[src/rtl/pixel_scan_issuer.sv]
// Raster-order (x, y) issuer for eye_to_pixel, throttled by a downstream credit pool.
// Optional macro PIXEL_SCAN_LOOP_EN: restart the next frame automatically after frame_done_out.
module pixel_scan_issuer #(
    parameter int WIDTH        = 512,
    parameter int HEIGHT       = 384,
    parameter int MAX_INFLIGHT = 128
) (
    input  logic        clk_in,
    input  logic        rst_in,
    input  logic        start_in,
    input  logic        credit_in,
    output logic [10:0] x_out,
    output logic [9:0]  y_out,
    output logic        valid_out,
    output logic        busy_out,
    output logic        frame_done_out,
    output logic [7:0]  credits_out
);

    typedef enum logic [1:0] {IDLE, SCAN, DRAIN} state_t;

    localparam logic [10:0] X_LAST   = 11'(WIDTH - 1);
    localparam logic [9:0]  Y_LAST   = 10'(HEIGHT - 1);
    localparam logic [7:0]  CRED_MAX = 8'(MAX_INFLIGHT);

    state_t      state, state_next;
    logic [10:0] x_cnt;
    logic [9:0]  y_cnt;
    logic [7:0]  credits_next;
    logic        issue, last_pix, cred_full, restart, overflow_hit;
    logic        credit_overflow;

    always_comb begin
        issue        = (state == SCAN) && (credits_out != 8'd0);
        last_pix     = (x_cnt == X_LAST) && (y_cnt == Y_LAST);
        cred_full    = (credits_out == CRED_MAX);
        overflow_hit = !issue && credit_in && cred_full;
`ifdef PIXEL_SCAN_LOOP_EN
        // frame_done_out is high only during the single IDLE cycle after DRAIN
        restart      = start_in || frame_done_out;
`else
        restart      = start_in;
`endif

        credits_next = credits_out;
        if (issue && !credit_in)
            credits_next = credits_out - 8'd1;
        else if (!issue && credit_in && !cred_full)
            credits_next = credits_out + 8'd1;

        state_next = state;
        case (state)
            IDLE:    if (restart) state_next = SCAN;
            SCAN:    if (issue && last_pix) state_next = DRAIN;
            DRAIN:   if (cred_full) state_next = IDLE;
            default: state_next = IDLE;
        endcase
    end

    always_ff @(posedge clk_in) begin
        if (rst_in) begin
            state           <= IDLE;
            x_cnt           <= '0;
            y_cnt           <= '0;
            credits_out     <= CRED_MAX;
            x_out           <= '0;
            y_out           <= '0;
            valid_out       <= 1'b0;
            busy_out        <= 1'b0;
            frame_done_out  <= 1'b0;
            credit_overflow <= 1'b0;
        end else begin
            state          <= state_next;
            credits_out    <= credits_next;
            valid_out      <= issue;
            busy_out       <= (state != IDLE);
            frame_done_out <= (state == DRAIN) && cred_full;
            if (overflow_hit)
                credit_overflow <= 1'b1;

            if (state == IDLE && restart) begin
                x_cnt <= '0;
                y_cnt <= '0;
            end else if (issue) begin
                x_out <= x_cnt;
                y_out <= y_cnt;
                if (x_cnt == X_LAST) begin
                    x_cnt <= '0;
                    y_cnt <= y_cnt + 10'd1;
                end else begin
                    x_cnt <= x_cnt + 11'd1;
                end
            end
        end
    end

endmodule

[config.mk]
export PLATFORM = sky130hd
export DESIGN_NAME = pixel_scan_issuer
export DESIGN_NICKNAME = d
export VERILOG_FILES = /design/src/rtl/pixel_scan_issuer.sv
export SDC_FILE = /design/constraint.sdc
export NUM_CORES = 1
export LEC_CHECK = 0
export CAP_MARGIN = 30
export CORE_MARGIN = 1.5
export CORE_UTILIZATION = 50
export CTS_BUF_LIST = sky130_fd_sc_hd__clkbuf_16
export DETAILED_ROUTE_END_ITERATION = 10
export GPL_TIMING_DRIVEN = 1
export PLACE_DENSITY = 0.75
export SYNTH_ARGS = -nofsm -noshare
export SYNTH_HDL_FRONTEND = slang
export SYNTH_SLANG_ARGS = --single-unit
[constraint.sdc]
create_clock -name clk_in -period 4 [get_ports clk_in]
set_input_delay 0.8 -clock clk_in [delete_from_list [all_inputs] [get_ports clk_in]]
set_output_delay 0.8 -clock clk_in [all_outputs]
set_load 0.01 [all_outputs]
-- After elaboration in Yosys (flattened, before gate mapping)
Cells that the tools add are included.
- add/subtract/negate cells: 4
- multiply operators: 0
- divide/modulo/power cells: 0
- $lt $le $gt $ge: 0
- equal/unequal tests: 8
- shifts and indexed selects: 0
- muxes and demuxes: 7
- bitwise logic cells: 1
- reduce and logical (&&, ||, !) cells: 19
- operators with widths (cell ; count):
    $mux 8 ; 2
    $add 11x1->11 const B ; 1
    $eq 11x9->1 const B ; 1
    $mux 11 ; 1
    $add 10x1->10 const B ; 1
    $eq 10x9->1 const B ; 1
    $add 8x1->8 const B ; 1
    $eq 8x8->1 const B ; 1
    $logic_and 1x1->1 ; 8
    $reduce_bool 8->1 ; 1
    $sub 8x1->8 const B ; 1
    $mux 2 ; 3
    $pmux 2 s3 ; 1
    $ne 2x2->1 const B ; 2
    $reduce_and 2->1 ; 2
    $reduce_bool 2->1 ; 2
    $logic_not 1->1 ; 3
    $reduce_and 3->1 ; 1
    $eq 2x1->1 const B ; 1
    $eq 2x2->1 const B ; 1
    $logic_not 2->1 ; 1
    $ne 2x1->1 const B ; 1
    $reduce_or 2->1 ; 1
    $not 1->1 ; 1
- register bits after elaboration: 55
- bits in latches: 0
- memory bits (writable): 0
- memory bits (read-only): 0
- input port bits: 4
- output and inout port bits: 32
- logic and storage cells: 48
- memories kept: 0

-- Longest topological paths before layout
Gate-level depths: netlist of the first run.
- depth after elaboration: 7
- depth in mapped cells: 9
- depth with buffers taken out: 8

-- Least setup slack after synthesis of the first run
OpenSTA, ideal clock, no wires.
- path type: input to register
- start point: input port credit_in
- end point: register credits_out[6]
- library setup time: 0.123 ns
- arrival: 2.523 ns
- data required time: 3.877 ns
- setup slack: 1.354 ns
- cell stages on the path: 8
- buffers on the path: 0
- cell sequence: or3b_4 -> a21oi_2 -> xor2_1 -> ha_1 -> nor2_1 -> nand4b_1 -> a21oi_1 -> mux2_1
- cells in the longest elaborated chain, start to end: 3
- RTL lines (element ; line ; source):
    start: declaration ; 11 ; input logic credit_in,
    $logic_not 1->1 / $logic_and 1x1->1 (equally long branches) ; 46, 48 ;
    $logic_and 1x1->1, on equally long branches ; 46, 48 ;
    $mux 8 / $reduce_bool 2->1 (equally long branches) ; - ;
    end signal: assignment ; 74 ; credits_out <= credits_next;
    end: declaration ; 17 ; output logic [7:0] credits_out
Several ways; a longest one is shown, not always the timed one.
A chain may end at the register's enable or synchronous reset.

-- Final worst setup path of the first run
- start point: input port credit_in
- end point: register credits_out[4]
Same word-level chain as after synthesis.

==> results of run 1 <==
[sequential cells by signal (all words and copies together) (netlist names), 2 cells and up]
name and count:
y_out 10, x_out 11, state 2, y_cnt 10
credits_out 8, x_cnt 11
[cells by family (layout without fill, tap and decap cells)]
logic type                 Yosys count  in the layout  synth area share (%)
muxes                                6              6                 2.641
and+or+nand+nor                    148            148                 30.52
AOI/OAI and AO/OA                   38             38                 9.193
adders and majority gates            3              3                 1.524
DFF                                 55             55                 44.69
buffers and inverters               18             47                 4.317
xor gates and xnor gates            20             20                 7.110
[metrics by stage]
| step | instances | worst slack (ns) | power, mW | cell area [sq um] | utilization [%] |
|---|---|---|---|---|---|
| 5_1_grt | 384 | 0.8010 | 1.401 | 2985 | 63.21 |
| 2_1_floorplan | 288 | 1.354 | 0.8154 | 2464 | - |
| 4_1_cts | 384 | 0.9513 | 1.350 | 2985 | 63.21 |
| 6_report | 384 | 0.9242 | 1.339 | 2985 | 63.21 |
| 3_3_place_gp | 375 | 0.7070 | 0.8659 | 2806 | 59.42 |
| 3_5_place_dp | 376 | 0.6530 | 0.8705 | 2821 | 59.74 |
[report_power, final]
| part | internal (mW) | switching (mW) |
|---|---|---|
| registers | 0.568 | 0.0430 |
| clock network | 0.292 | 0.188 |
| logic | 0.108 | 0.140 |
| total | 0.968 | 0.372 |
[worst max-delay path, stage by stage]
cell and delay (ns):
sky130_fd_sc_hd__clkdlybuf4s50_1 0.51, sky130_fd_sc_hd__or3b_4 0.43, sky130_fd_sc_hd__a21oi_2 0.34, sky130_fd_sc_hd__xor2_1 0.12
sky130_fd_sc_hd__ha_1 0.25, sky130_fd_sc_hd__nor2_1 0.18, sky130_fd_sc_hd__nand3_1 0.10, sky130_fd_sc_hd__a21oi_1 0.20
sky130_fd_sc_hd__mux2_1 0.33
[placed cells by master, fill, tap and decap left out, types with 2 or more instances in the layout]
master and count:
sky130_fd_sc_hd__clkbuf_16 5, sky130_fd_sc_hd__a21oi_2 2, sky130_fd_sc_hd__a21oi_1 30, sky130_fd_sc_hd__nand3b_1 2, sky130_fd_sc_hd__nor3_1 7, sky130_fd_sc_hd__mux2_1 4, sky130_fd_sc_hd__nor2_1 33, sky130_fd_sc_hd__xnor2_1 12
sky130_fd_sc_hd__and4_1 4, sky130_fd_sc_hd__or3_1 2, sky130_fd_sc_hd__nor2b_1 4, sky130_fd_sc_hd__nand2_1 55, sky130_fd_sc_hd__xor2_1 8, sky130_fd_sc_hd__nand4_1 9, sky130_fd_sc_hd__a21o_2 2, sky130_fd_sc_hd__mux2i_1 2
sky130_fd_sc_hd__clkdlybuf4s50_1 35, sky130_fd_sc_hd__nand4b_1 3, sky130_fd_sc_hd__nor4_1 6, sky130_fd_sc_hd__ha_1 3, sky130_fd_sc_hd__inv_1 2, sky130_fd_sc_hd__nor4b_1 2, sky130_fd_sc_hd__nand3_1 11, sky130_fd_sc_hd__dfxtp_1 55
[worst max-delay path by stage]
stage,start,slack (ns),to,cells after the start
6_report,credit_in,0.92,credits_out[4],9
5_1_grt,credit_in,0.80,credits_out[4],9
4_1_cts,credit_in,0.95,credits_out[6],9
3_5_place_dp,credit_in,0.65,credits_out[6],9
3_3_place_gp,credit_in,0.71,credits_out[6],9
2_1_floorplan,credit_in,1.35,credits_out[6],8
[cell type report]
type	instances	area (sq um)	area share, %
multi-input combinational	215	1256	42.08
tap	67	83.83	2.808
inverter	2	7.507	0.2515
timing repair buffer	37	372.9	12.49
clock buffer	5	125.1	4.191
clock inverter	3	38.79	1.299
sequential	55	1101	36.88
[layer usage]
| metal | GRT usage, % | share of wire [%] | vias to the layer above |
|---|---|---|---|
| met5 | 0 | 0 | - |
| met4 | 6.499 | 0.98 | 0 |
| met3 | 4.834 | 3.4 | 5 |
| met2 | 35.76 | 52 | 35 |
| met1 | 24.50 | 44 | 1019 |
| li1 | - | - | 1044 |
==> summary by stage, run 1 <==
Drt
After detailed routing, the average wire length per cell comes to 13.35 um. The first-iteration detailed-routing DRC count is 95. The detailed-route vias per instance is 5.477.

Wires add up to 5125 um. In this run the remaining antenna-violating nets after routing total 0. The detailed-routing iteration count for the pre-antenna-repair pass is 4. The DRC violation count after routing is 0. The number of vias in the routed layout is between 2000 and 2500.

Worst setup path
The category of the worst setup path capture point is a flop. The worst register-to-register path ends at credits_out[4]. Counting cells, the worst reg-to-reg path comes to 8. The required arrival time at the worst endpoint is 4.18 ns. For the worst setup path, the data arrival time is between 3 and 4 ns. In this run the critical register-to-register path is launched from credits_out[0]. The critical path launch point type is a primary input. The path type of the worst setup path is primary input to flop. The setup slack of the worst register-to-register path is 1.29 ns. The largest driver fanout on the critical path is 7.

Timing
The count of final hold-check violations is 0. The setup TNS after final layout is 0 ns. Setup violations remaining at the end of the flow were counted as 0.

Based on the critical path, the design can be clocked at up to between 300 and 400 MHz. The minimum clock period after layout is between 3 and 4 ns. The max-slew violation count is 0. The final critical-path share of the clock period is 76.89%. On the final layout, the worst clock skew is 0.007029 ns.

Hold is met by about 0.45 ns. The headroom to the max-slew limit is 52.55%. At the pin with the least slew margin, the transition time is slightly above 0.7 ns. Setup repair after global routing left no endpoint under its margin.

Synthesis
The count of different cell masters after synthesis is 41. When the netlist entered floorplanning its net count stood at 295. In the synthesized netlist, the number of instances is 288. Among all flip-flop cells after synthesis, the most frequent one is sky130_fd_sc_hd__dfxtp_1. Of the synthesized area, sequential elements account for between 40% and 50%. The portion of synthesized cell area occupied by the leading cell type is between 40% and 50%. The mean cell area of the mapped netlist is approximately 8.6 sq um. The largest total area in the synthesized netlist belongs to sky130_fd_sc_hd__dfxtp_1.

The number of flops mapped to enable cells by yosys is 0. For this run, asynchronously set or reset flops after synthesis account for 0%. Ranked by instance count, the synthesized netlist is headed by 55 x sky130_fd_sc_hd__dfxtp_1, 55 x sky130_fd_sc_hd__nand2_1, 33 x sky130_fd_sc_hd__nor2_1, 30 x sky130_fd_sc_hd__a21oi_1, 12 x sky130_fd_sc_hd__xnor2_1. The synthesized area is 2464 sq um. The number of synthesized register bits is 55. Yosys printed 0 warnings. By area the synthesized netlist is led by sky130_fd_sc_hd__dfxtp_1 45%, sky130_fd_sc_hd__nand2_1 8.4%, sky130_fd_sc_hd__a21oi_1 6.1%, sky130_fd_sc_hd__nor2_1 5.0%, sky130_fd_sc_hd__xnor2_1 4.3%.

Clock network
CTS built an H-tree with a depth of 2. The source-to-sink clock delay at the later pin of the worst-skew pair is 0.29 ns. The number of clock sinks is 55. The cell at the root of the clock tree is sky130_fd_sc_hd__clkbuf_16. The post-cts hold buffer count is 0. The CTS tree is built. Once the clock tree was built, the setup fixing pass inserted 0 buffers. In this run the deepest clock path goes through 2 buffers. In this run, CTS created clock tree buffers numbering 5. After clock tree synthesis, the repair step resized 0 gates. After clock tree synthesis, the clock-pin slew on the worst setup and hold paths is ~0.070 ns.

Placed design
Summed over all nets, the half-perimeter wirelength after detailed placement is 3463 um. The count of buffers from port buffering is 35. At the end of routability-driven placement, the weighted congestion stood at about 0.86.

Global route
The largest net degree at the start of global routing is 39. The via count of the first global-routing pass was ~1900. Global routing finished with a remaining overflow of 0. In the global route stage, overall resource usage came out at 20.41%. The wire length of the first global-routing pass is about 8500 um. The initial antenna violation count is 0.

Hold path
The worst hold path endpoint is y_out[3]. The path category of the worst min-delay check is flop to flop. The number of stages on the worst hold path is 2. The hold path startpoint is y_out[3].

Floorplan
The site row count is 25. The die covers 5358 sq um. From left edge to right edge, the die measures 73.20 um. 36 I/O pins were placed. The area of the core region is 4723 sq um. The y dimension of the die is ~73 um. The initial core utilization is roughly 52%.

Cells and area
The final layout contains 323 nets. Compared with the post-synthesis result, the final layout area differs by 21.18%. Counting the fill cells in the layout gives 407.

The post-route netlist has 6.625% of its cells at a drive strength greater than 1. The repair_antennas step left the layout with diodes totalling 0.

Pwr
The worst-case vdd ir drop is 210.3 uV. Summed over all cells, the static leakage comes to 0.9899 nW. The power density over the cells is 448.6 nW/um^2.

Job
The number of maximum-capacitance constraint violations is 0.

Run status
The flow ran to the end, and the final reports show no timing, DRC or antenna violations.
No activity file was read; power rests on OpenSTA's default activity.
==> run 2, diff against run 1 <==
--- a/config.mk
+++ b/config.mk
@@ -7,11 +7,11 @@
 export LEC_CHECK = 0
 export CAP_MARGIN = 30
 export CORE_MARGIN = 1.5
-export CORE_UTILIZATION = 50
+export CORE_UTILIZATION = 48
 export CTS_BUF_LIST = sky130_fd_sc_hd__clkbuf_16
 export DETAILED_ROUTE_END_ITERATION = 10
 export GPL_TIMING_DRIVEN = 1
-export PLACE_DENSITY = 0.75
+export PLACE_DENSITY = 0.76
 export SYNTH_ARGS = -nofsm -noshare
 export SYNTH_HDL_FRONTEND = slang
 export SYNTH_SLANG_ARGS = --single-unit
==> constraint.sdc (replaced) <==
create_clock -name clk_in -period 2.7 [get_ports clk_in]
set_input_delay 0.54 -clock clk_in [delete_from_list [all_inputs] [get_ports clk_in]]
set_output_delay 0.54 -clock clk_in [all_outputs]
set_load 0.01 [all_outputs]
==> run 2 against run 1 <==
Compared with the run above:
- via count increased by 0.43%
- combinational power is 61% higher
- flip-flop and latch count stayed put
- clock-buffer cell count unchanged
- critical path type unchanged
- cell count up 2.3%
- sequential share of layout area down 0.82 points
- cell area is 2.3% higher
- clock power up 55%
==> summary by stage, run 2 (synthesis gave the netlist of run 1 again) <==
Run status
The flow ran to the end, and the final reports show no timing, DRC or antenna violations.

Placed design
Counting tap cells, the placed design contains a total of 385 instances. The count of buffers added on input and output ports is 35. Detailed placement ended at an HPWL of 3711 um. In this run the cell area measured after placement is roughly 2900 sq um.

The routability congestion estimate is 0.8920.

Global route
After global routing the overflow that remains totals 0. The via count of the first global-routing pass was approximately 2000. The total global-route track usage is between 20% and 30%. The first global-routing pass estimated 8818 um of wire.

The largest net degree at the start of global routing is 28. The initial antenna violation count is 0.

Pwr
The power density over the cells is 671.9 nW/um^2. VDD sags by at most 371.9 uV. The overall power of the completed layout is 2.051 mW. Summed over all cells, the static leakage comes to 1.030 nW.

Drt
The post-detailed-routing wire length is 5358 um. The detailed-route vias per instance is 5.374. The detailed-routing iteration count for the pre-antenna-repair pass is 4. After the first detailed-routing iteration, the DRC count stood at 122.

The routed length per placed instance is 13.63 um. After detailed routing, the number of remaining DRC violations is 0. The count of nets left with antenna violations after detail routing is 0. The number of vias in the routed layout is 2112.

Timing
After layout, the minimum clock period comes to 2.426 ns. For this run, the top clock speed supported by timing is around 410 MHz. For the final database, setup skew stands at roughly 0.0092 ns.

The max-slew violation count came to 0. The headroom to the max-slew limit is 57.46%. The transition at the pin with the smallest max-transition slack is 0.6343 ns.

After layout, the worst path uses 89.87% of the clock period. The setup TNS after final layout is 0 ns. Setup violations remaining at the end of the flow were counted as 0.

The count of final hold-check violations was 0. Setup repair after global routing left no endpoint under its margin. The post-route worst hold slack is 0.4538 ns.

Floorplan
After floorplanning, the core was sized to cover 4848 sq um. The site row count is 25. The number of placed I/O pins is 36. For this configuration, the core starts out at a cell density of just over 50%. The y dimension of the die is ~75 um. The width of the chip is 74.64 um. The floorplan die area is 5571 sq um.

Clock network
CTS built an H-tree with a depth of 2. The number of clock sinks is 55. For this design, the CTS-stage hold fixing added 0 buffers. TritonCTS created 5 clock buffers. Clock-pin slew was measured on the worst setup and hold paths at 0.07 ns. Counting along the longest clock path gives a buffer depth of 2.

Buffers added to address setup during post-CTS repair amount to 0. The source-to-sink clock delay at the later pin of the worst-skew pair is 0.30 ns. The cell at the root of the clock tree is sky130_fd_sc_hd__clkbuf_16. The CTS tree is built. Post-CTS repair changed the size of 0 cells.

Cells and area
The count of inserted antenna diode cells is 0. The library cells used most frequently in the layout, excluding fill and tap cells, are 55 x sky130_fd_sc_hd__nand2_1, 55 x sky130_fd_sc_hd__dfxtp_1, 35 x sky130_fd_sc_hd__clkdlybuf4s50_1. The post-layout net count is 332. Once layout is complete, the cells apart from fillers number 393. After routing the design area is about 3100 sq um. Of the cells placed in the final design, the portion with a size suffix greater than 1 is 9.509%. In the final layout, the registers with the most flip-flops are x_cnt x11, x_out x11.

The layout-stage area growth over the synthesis result is 23.92%. The layout has 439 filler cells.

Worst setup path
The category of the worst setup path capture point is a flop. On the critical path the largest part of the delay comes from simple AND/OR/NAND/NOR gates. On the critical path, the stage with the largest delay is an instance of sky130_fd_sc_hd__clkdlybuf4s50_1. Data on the critical path is required at its endpoint by about 2.9 ns. The count of buffering cells on the critical path with inverters included is 1. Data arrives at the worst endpoint at around 2.6 ns.

Traced cell by cell, the critical path runs through clkdlybuf4s50_1 -> or3b_4 -> a21oi_2 -> xor2_1 -> ha_1 -> nor2_1 -> nand4b_1 -> a21oi_1 -> mux2_1. STA classifies the critical path startpoint as a primary input. By startpoint and endpoint, the worst setup path is classified as primary input to flop.

In this run the worst path has a maximum fanout of 3. The peak per-stage delay on the critical path is 0.44 ns.

Hold path
The worst hold path belongs to the class flop to flop.

Job
The tool flagged a number of max-cap violations equal to 0.
-- run 2: cell count changes in the layout (fill, tap and decap cells not counted), sizes merged --
cell,delta
buf,+9
clkinv,-2
clkinvlp,+1
inv,+1
-- run 2: report_power, final --
group,switching (mW),total [mW],internal [mW],leakage (nW)
Combinational,0.220,0.399,0.179,0.505
Clock,0.304,0.746,0.441,0.0804
Sequential,0.0656,0.906,0.841,0.444
-- run 2: final timing paths --
| kind | startpoint | to | slack (ns) | cells past startpoint |
|---|---|---|---|---|
| min reg2reg | x_out[2] | x_out[2] | 0.45 | 2 |
| max | credit_in | credits_out[6] | 0.27 | 9 |
| min | x_out[2] | x_out[2] | 0.45 | 2 |
| max reg2reg | x_cnt[0] | state[0] | 0.51 | 6 |
-- run 2: area by class of cell --
type / instances / area, sq um / area share [%]
multi-input combinational: 215 / 1256 / 41.15
sequential: 55 / 1101 / 36.07
timing repair buffer: 46 / 432.9 / 14.18
clock buffer: 5 / 125.1 / 4.098
tap: 67 / 83.83 / 2.746
clock inverter: 3 / 46.29 / 1.516
inverter: 2 / 7.507 / 0.2459
-- run 2: metal layers --
layer	routed length, um	global-route usage [%]	vias to the layer above	part of all wire [%]
li1	-	-	1061	-
met1	2626	26.15	1005	49
met2	2502	35.02	42	47
met3	188	4.150	4	3.5
met4	40	7.273	0	0.75
met5	0	0	-	0
-- run 2: metrics by stage --
| stage | utilization [%] | worst slack (ns) |
|---|---|---|
| 2_1_floorplan | - | 0.2718 |
| 3_3_place_gp | 59.43 | -0.0003419 |
| 3_5_place_dp | 59.43 | -0.01516 |
| 4_1_cts | 62.97 | 0.2873 |
| 5_1_grt | 62.97 | 0.1687 |
| 6_report | 62.97 | 0.2736 |
-- run 2: worst register-to-register path, cell delays in order (launching register included) --
cell and delay [ns]:
sky130_fd_sc_hd__dfxtp_1 0.42, sky130_fd_sc_hd__ha_1 0.26, sky130_fd_sc_hd__nor4bb_1 0.36, sky130_fd_sc_hd__and4_1 0.34, sky130_fd_sc_hd__nand2_1 0.14, sky130_fd_sc_hd__or3_1 0.38
sky130_fd_sc_hd__nor4b_1 0.16
